==> src/rtl/layer_output_serializer_pkg.sv <==
// Shared types and helpers for the layer output serializer.
package layer_output_serializer_pkg;

    localparam int NN_DEF         = 10;
    localparam int DATA_WIDTH_DEF = 16;

    typedef enum logic {
        IDLE  = 1'b0,
        SHIFT = 1'b1
    } state_t;

    // Index width for an n-entry frame; a single-neuron layer still gets a 1-bit index.
    function automatic int idx_width(input int n);
        return (n > 1) ? $clog2(n) : 1;
    endfunction

endpackage

==> src/rtl/layer_output_serializer_if.sv <==
// Serial layer-input stream: one word per cycle with valid/ready handshake.
interface layer_output_serializer_if
    import layer_output_serializer_pkg::*;
#(
    parameter int NN        = NN_DEF,
    parameter int dataWidth = DATA_WIDTH_DEF
);
    localparam int IW = idx_width(NN);

    logic                 o_valid;
    logic                 o_ready;
    logic [dataWidth-1:0] o_data;
    logic [IW-1:0]        o_index;
    logic                 o_last;

    modport master (
        output o_valid,
        output o_data,
        output o_index,
        output o_last,
        input  o_ready
    );

    modport slave (
        input  o_valid,
        input  o_data,
        input  o_index,
        input  o_last,
        output o_ready
    );

endinterface

==> src/rtl/layer_output_serializer_capture_bank.sv <==
// Collection bank for one frame of neuron results. Each neuron owns one slot;
// the first value that arrives in a slot wins, and a second arrival before the
// bank is handed over raises the sticky overflow flag.
module layer_capture_bank
    import layer_output_serializer_pkg::*;
#(
    parameter int NN        = NN_DEF,
    parameter int dataWidth = DATA_WIDTH_DEF
) (
    input  logic                             clk,
    input  logic                             rst,
    input  logic [NN-1:0]                    i_valid,
    input  logic [NN*dataWidth-1:0]          i_data,
    input  logic                             clear,
    output logic [NN-1:0][dataWidth-1:0]     cap_data,
    output logic                             all_set,
    output logic                             any_set,
    output logic                             overflow
);

    logic [NN-1:0] cap_flag;

    // Capture arriving results; a clear empties the bank in the same cycle so
    // results arriving alongside it start the next frame instead of colliding.
    always_ff @(posedge clk or negedge rst) begin
        if (!rst) begin
            cap_flag <= '0;
            cap_data <= '0;
            overflow <= 1'b0;
        end else begin
            for (int k = 0; k < NN; k++) begin
                if (i_valid[k]) begin
                    if (cap_flag[k] && !clear) begin
                        overflow <= 1'b1;
                    end else begin
                        cap_data[k] <= i_data[k*dataWidth +: dataWidth];
                    end
                end
            end
            cap_flag <= (clear ? '0 : cap_flag) | i_valid;
        end
    end

    assign all_set = &cap_flag;
    assign any_set = |cap_flag;

endmodule

==> src/rtl/layer_output_serializer.sv <==
// Turns one layer's parallel neuron results into a serial stream for the next
// layer. A full capture bank is copied into the shift bank either when the
// shifter is idle or on the very cycle its last word is accepted, so
// back-to-back frames stream without a bubble.
module layer_output_serializer
    import layer_output_serializer_pkg::*;
#(
    parameter int NN        = NN_DEF,
    parameter int dataWidth = DATA_WIDTH_DEF
) (
    input  logic                          clk,
    input  logic                          rst,
    input  logic [NN-1:0]                 i_valid,
    input  logic [NN*dataWidth-1:0]       i_data,
    layer_output_serializer_if.master     stream,
    output logic                          busy,
    output logic                          overflow
);

    localparam int            IW       = idx_width(NN);
    localparam logic [IW-1:0] LAST_IDX = IW'(NN - 1);

    logic [NN-1:0][dataWidth-1:0] cap_data;
    logic [NN-1:0][dataWidth-1:0] shift_bank;
    logic                         all_set;
    logic                         any_set;
    logic                         transfer;
    logic                         fire;
    logic                         last_fire;
    logic [IW-1:0]                next_idx;

    state_t               state;
    logic                 valid_q;
    logic [dataWidth-1:0] data_q;
    logic [IW-1:0]        idx_q;
    logic                 last_q;

    layer_capture_bank #(
        .NN        (NN),
        .dataWidth (dataWidth)
    ) u_capture (
        .clk      (clk),
        .rst      (rst),
        .i_valid  (i_valid),
        .i_data   (i_data),
        .clear    (transfer),
        .cap_data (cap_data),
        .all_set  (all_set),
        .any_set  (any_set),
        .overflow (overflow)
    );

    assign fire      = valid_q & stream.o_ready;
    assign last_fire = fire & last_q;
    assign transfer  = all_set & ((state == IDLE) | last_fire);
    assign next_idx  = idx_q + 1'b1;

    // Shift FSM with registered stream outputs; a stalled word simply holds.
    always_ff @(posedge clk or negedge rst) begin
        if (!rst) begin
            state      <= IDLE;
            shift_bank <= '0;
            valid_q    <= 1'b0;
            data_q     <= '0;
            idx_q      <= '0;
            last_q     <= 1'b0;
        end else if (transfer) begin
            shift_bank <= cap_data;
            state      <= SHIFT;
            valid_q    <= 1'b1;
            data_q     <= cap_data[0];
            idx_q      <= '0;
            last_q     <= (NN == 1);
        end else if (last_fire) begin
            state   <= IDLE;
            valid_q <= 1'b0;
            idx_q   <= '0;
            last_q  <= 1'b0;
        end else if (fire) begin
            idx_q  <= next_idx;
            data_q <= shift_bank[next_idx];
            last_q <= (next_idx == LAST_IDX);
        end
    end

    assign stream.o_valid = valid_q;
    assign stream.o_data  = data_q;
    assign stream.o_index = idx_q;
    assign stream.o_last  = last_q;

    assign busy = (state == SHIFT) | any_set;

endmodule

==> src/flat_wrapper.sv <==
// flat-port wrapper written by rule: the top's interface ports become plain ports
module layer_output_serializer_flat import layer_output_serializer_pkg::*;
#(
    parameter int NN        = NN_DEF,
    parameter int dataWidth = DATA_WIDTH_DEF
)
  (clk, rst, i_valid, i_data, busy, overflow, stream_o_valid, stream_o_data, stream_o_index, stream_o_last, stream_o_ready);
  layer_output_serializer_if #(.NN(NN), .dataWidth(dataWidth)) stream_i ();
  input  logic clk;
  input  logic rst;
  input  logic [NN-1:0] i_valid;
  input  logic [NN*dataWidth-1:0] i_data;
  output logic busy;
  output logic overflow;
  output wire logic [$bits(stream_i.o_valid)-1:0] stream_o_valid;
  output wire logic [$bits(stream_i.o_data)-1:0] stream_o_data;
  output wire logic [$bits(stream_i.o_index)-1:0] stream_o_index;
  output wire logic [$bits(stream_i.o_last)-1:0] stream_o_last;
  input wire logic [$bits(stream_i.o_ready)-1:0] stream_o_ready;
  assign stream_o_valid = stream_i.o_valid;
  assign stream_o_data = stream_i.o_data;
  assign stream_o_index = stream_i.o_index;
  assign stream_o_last = stream_i.o_last;
  assign stream_i.o_ready = stream_o_ready;
  layer_output_serializer #(.NN(NN), .dataWidth(dataWidth)) u_core (.clk(clk), .rst(rst), .i_valid(i_valid), .i_data(i_data), .stream(stream_i), .busy(busy), .overflow(overflow));
endmodule
==> config.mk <==
export PLATFORM = sky130hd
export DESIGN_NAME = layer_output_serializer_flat
export DESIGN_NICKNAME = d
export VERILOG_FILES = /design/src/rtl/layer_output_serializer_pkg.sv /design/src/rtl/layer_output_serializer_if.sv /design/src/rtl/layer_output_serializer_capture_bank.sv /design/src/rtl/layer_output_serializer.sv /design/src/flat_wrapper.sv
export SDC_FILE = /design/constraint.sdc
export NUM_CORES = 1
export LEC_CHECK = 0
export CORE_MARGIN = 2
export CORE_UTILIZATION = 30
export DETAILED_ROUTE_END_ITERATION = 6
export GPL_TIMING_DRIVEN = 0
export SLEW_MARGIN = 0
export SYNTH_ARGS = -nofsm -noshare
export SYNTH_HDL_FRONTEND = slang
export SYNTH_HIERARCHICAL = 1
export SYNTH_SLANG_ARGS = --single-unit
==> constraint.sdc <==
create_clock -name clk -period 4.3 [get_ports clk]
set_input_delay 0.86 -clock clk [delete_from_list [all_inputs] [get_ports clk]]
set_output_delay 0.86 -clock clk [all_outputs]
set_load 0.02 [all_outputs]
==> metrics.txt <==
outcome finished clean; hold crit path type in2async; Max rail drop VDD 0.293 mV; drt first pass iters 5; Worst Path Buf+Inv 6; DR iter-0 viols between 400 and 500; area grow syn2layout 27.6%; worst endpoint data arrival time ~4.2 ns; Combinational Power Share 0.343; Most Crowded Layer GR met2; io pins approximately 200; main combinational cell family by area after synthesis multiplexers; layout cells sized above 1 0.396; dpl cells 1872; ys async rst share 1.00; global placement routability congestion 0.797; fmax 0.263 GHz; Wirelength per Cell approximately 22 um; Synth Area in Compound Gates 0.0441; Max Cap Viol 0; first-pass GRT wire length 63300 um; Core Region slightly above 0.05 mm2; fin crit share 0.886; Synth Area in Adders 0.00161; M2 GR Usage 0.257; Net Count, Synth 1168; slew margin rel. 0.372; fin worst setup slack just under 0.5 ns; multiplexer area fraction after synthesis 0.312; worst-path maximum fanout 10; Clock power frac 0.248; Die ar. between 0.05 and 0.06 mm2; Die Y about 230 um; Post-CTS Setup Bufs 0; simple-gate portion of the synthesized area 0.0384; yosys warns 6; TritonCTS clock tree yes; share of the yosys chip area belonging to registers 0.569; Finished Layout Cells slightly below 2000; Post-synth EDFFs 0; effective utilization at floorplan 0.303; post_cts resized 0; critical path class reg2reg; Worst Tran Pin Value approximately 0.94 ns; Critical Path End Type register; setup slack at placement 0.458 ns; initial antenna violation count 1; Post-DRT Antenna Nets 0; Via-to-Cell Ratio 4.69; CP startpoint kind register; crit-path cells buf_4, buf_4, buf_2, inv_1, ha_1, buf_2, clkbuf_1, mux4_2, a22oi_1, a21oi_1; Num CTS Buffers 41; largest net degree at the start of global routing approximately 120; Tmin final 3.81 ns; grt ovf 0; area of the mapped netlist between 0.015 and 0.02 mm2; met1 Use GR 0.216; Port Buffers just under 200; Reg clk slew, reported paths around 0.060 ns; Synth Flop Type dfrtp_1; vias in the first global route slightly below 10000; Clock Latency Late Sink about 0.56 ns; final WL ~43000 um; Die W about 230 um; RSZ-0062 raised after global routing no; flops & latches, synth about 350; PwrDens ~730 mW/mm2; Total GRT Usage 0.162; Final Net Count ~1400; Leak approximately 8.8 nW; Switching Fraction 0.311; clk_skew around 0.017 ns; Slew Viols, Final 0; # clock sinks around 350; slowest stage cell, crit path clkbuf_1; Int Pwr around 9.9 mW; Post-Syn Instances approximately 990; endpoints failing setup 0; critical path required time about 4.7 ns; family with the most delay on the worst path buffers and inverters; DRC 0; GRT met3 Usage 0.0333; H-tree depth 2; Clock Tree Root clkbuf_16; final hold viol count 0; power share of the sequential group 0.409; average instance area after synthesis around 16 um2; Vias 9122; row cnt between 80 and 90; Clock Path Buffers 3; slowest stage delay, CP 0.74 ns; hold buffers post-CTS 0; # diodes 0; Post-Synth XOR/XNOR Area 0.000564; HPWL after detailed placement 31200 um; synth unique cells 42; P_sw between 4 and 5 mW
final cells by class:
cell class / instances / area, um2
Buffer: 54 / 468
Clock inverter: 12 / 173
Clock buffer: 62 / 1210
Fill cell: 4857 / 31500
Sequential cell: 353 / 8830
Tap cell: 680 / 851
Inverter: 20 / 75.1
Timing Repair Buffer: 199 / 2050
Multi-Input combinational cell: 566 / 6160
power groups by stage:
stage | clock network [mW] | logic [mW] | registers, mW
global route | 3.81 | 5.28 | 6.11
CTS | 3.69 | 5.01 | 5.91
detailed placement | 0 | 4.98 | 5.95
floorplan | 0 | 3.34 | 5.69
global placement | 0 | 4.88 | 5.92
finish | 3.58 | 4.95 | 5.89
metrics by stage:
| stage | power, mW | util | instance area [um2] | hold WS, ns | setup TNS [ns] |
|---|---|---|---|---|---|
| 6_report | 14.4 | 0.386 | 19800 | 0.117 | 0 |
| 3_3_place_gp | 10.8 | 0.358 | 18300 | 0.483 | -4615.36 |
| 3_5_place_dp | 10.9 | 0.359 | 18400 | 0.487 | 0 |
| 5_1_grt | 15.2 | 0.386 | 19800 | 0.109 | 0 |
| 4_1_cts | 14.6 | 0.386 | 19800 | 0.0904 | 0 |
| 2_1_floorplan | 9.03 | - | 15500 | 0.474 | 0 |
cell usage after synthesis, types with 6 or more instances:
library cell	instances	area, um2
buf_2	17	85.1
a21oi_1	51	255
a22oi_1	16	120
clkbuf_1	13	48.8
buf_6	11	124
mux4_2	32	721
mux2_2	246	2770
inv_1	20	75.1
nand2b_4	9	124
buf_12	9	180
dfrtp_1	353	8830
nor2b_1	20	125
or2b_1	9	67.6
mux2_4	90	1350
nand2_4	10	113
o21ai_0	35	175
nand2_1	6	22.5
state kept, by name, indices dropped and copies added, names as in the netlist:
signal,flops
u_core/u_capture/cap_data,160
u_core/stream.o_index,4
u_core/u_capture/overflow,1
u_core/stream.o_data,16
u_core/shift_bank,160
u_core/u_capture/cap_flag,10
u_core/stream.o_valid,1
u_core/stream.o_last,1
worst paths after layout:
| check | start | endpoint | slack [ns] | depth (start not counted) |
|---|---|---|---|---|
| setup / recovery | u_core/stream.o_index[0]$_DFFE_PN0P_ | u_core/stream.o_data[7]$_DFFE_PN0P_ | 0.49 | 10 |
| hold / removal | rst | u_core/shift_bank[88]$_DFFE_PN0P_ | 0.12 | 1 |
| setup reg to reg | u_core/stream.o_index[0]$_DFFE_PN0P_ | u_core/stream.o_data[7]$_DFFE_PN0P_ | 0.49 | 10 |
| hold reg to reg | u_core/u_capture/cap_data[20]$_DFFE_PN0P_ | u_core/u_capture/cap_data[20]$_DFFE_PN0P_ | 0.50 | 1 |
| max in group asynchronous | rst | u_core/u_capture/cap_data[135]$_DFFE_PN0P_ | 2.80 | 3 |
| min in group clk | u_core/u_capture/cap_data[20]$_DFFE_PN0P_ | u_core/u_capture/cap_data[20]$_DFFE_PN0P_ | 0.50 | 1 |
metal layers:
layer,vias up,routed length (um),part of all wire
li1,4075,-,-
met1,4713,19200,0.44
met2,254,20100,0.46
met3,78,2280,0.053
met4,2,1660,0.038
met5,-,18,0.00042
cell families (layout without fill, tap and decap cells):
logic type | after synthesis | in the layout
multiplexers | 368 | 368
flip-flops | 353 | 353
AO/OA/AOI/OAI | 117 | 117
AND/OR/NAND/NOR | 78 | 78
buffers and inverters | 74 | 347
adder cells (fa/ha/maj) | 2 | 2
XOR/XNOR | 1 | 1
worst reg2reg max path: stages, from the launching register on:
cell	delay [ns]
dfrtp_1	0.38
buf_4	0.23
buf_4	0.32
buf_2	0.33
inv_1	0.09
ha_1	0.29
buf_2	0.25
clkbuf_1	0.74
mux4_2	0.50
a22oi_1	0.42
a21oi_1	0.13
cell usage in the layout (no fill, tap or decap), drive strengths merged, types with 3 or more instances in the layout:
master	n
buf	45
clkdlybuf4s50	195
a21oi	51
nor2	3
clkbuf	75
a22o	4
inv	22
clkinv	5
a22oi	16
nand2b	14
nand3	3
nand2	17
or2b	9
dfrtp	353
and2	4
mux4	32
o21ai	38
mux2	336
nor2b	20
bufinv	4
Power figures use the tool's default switching activity.
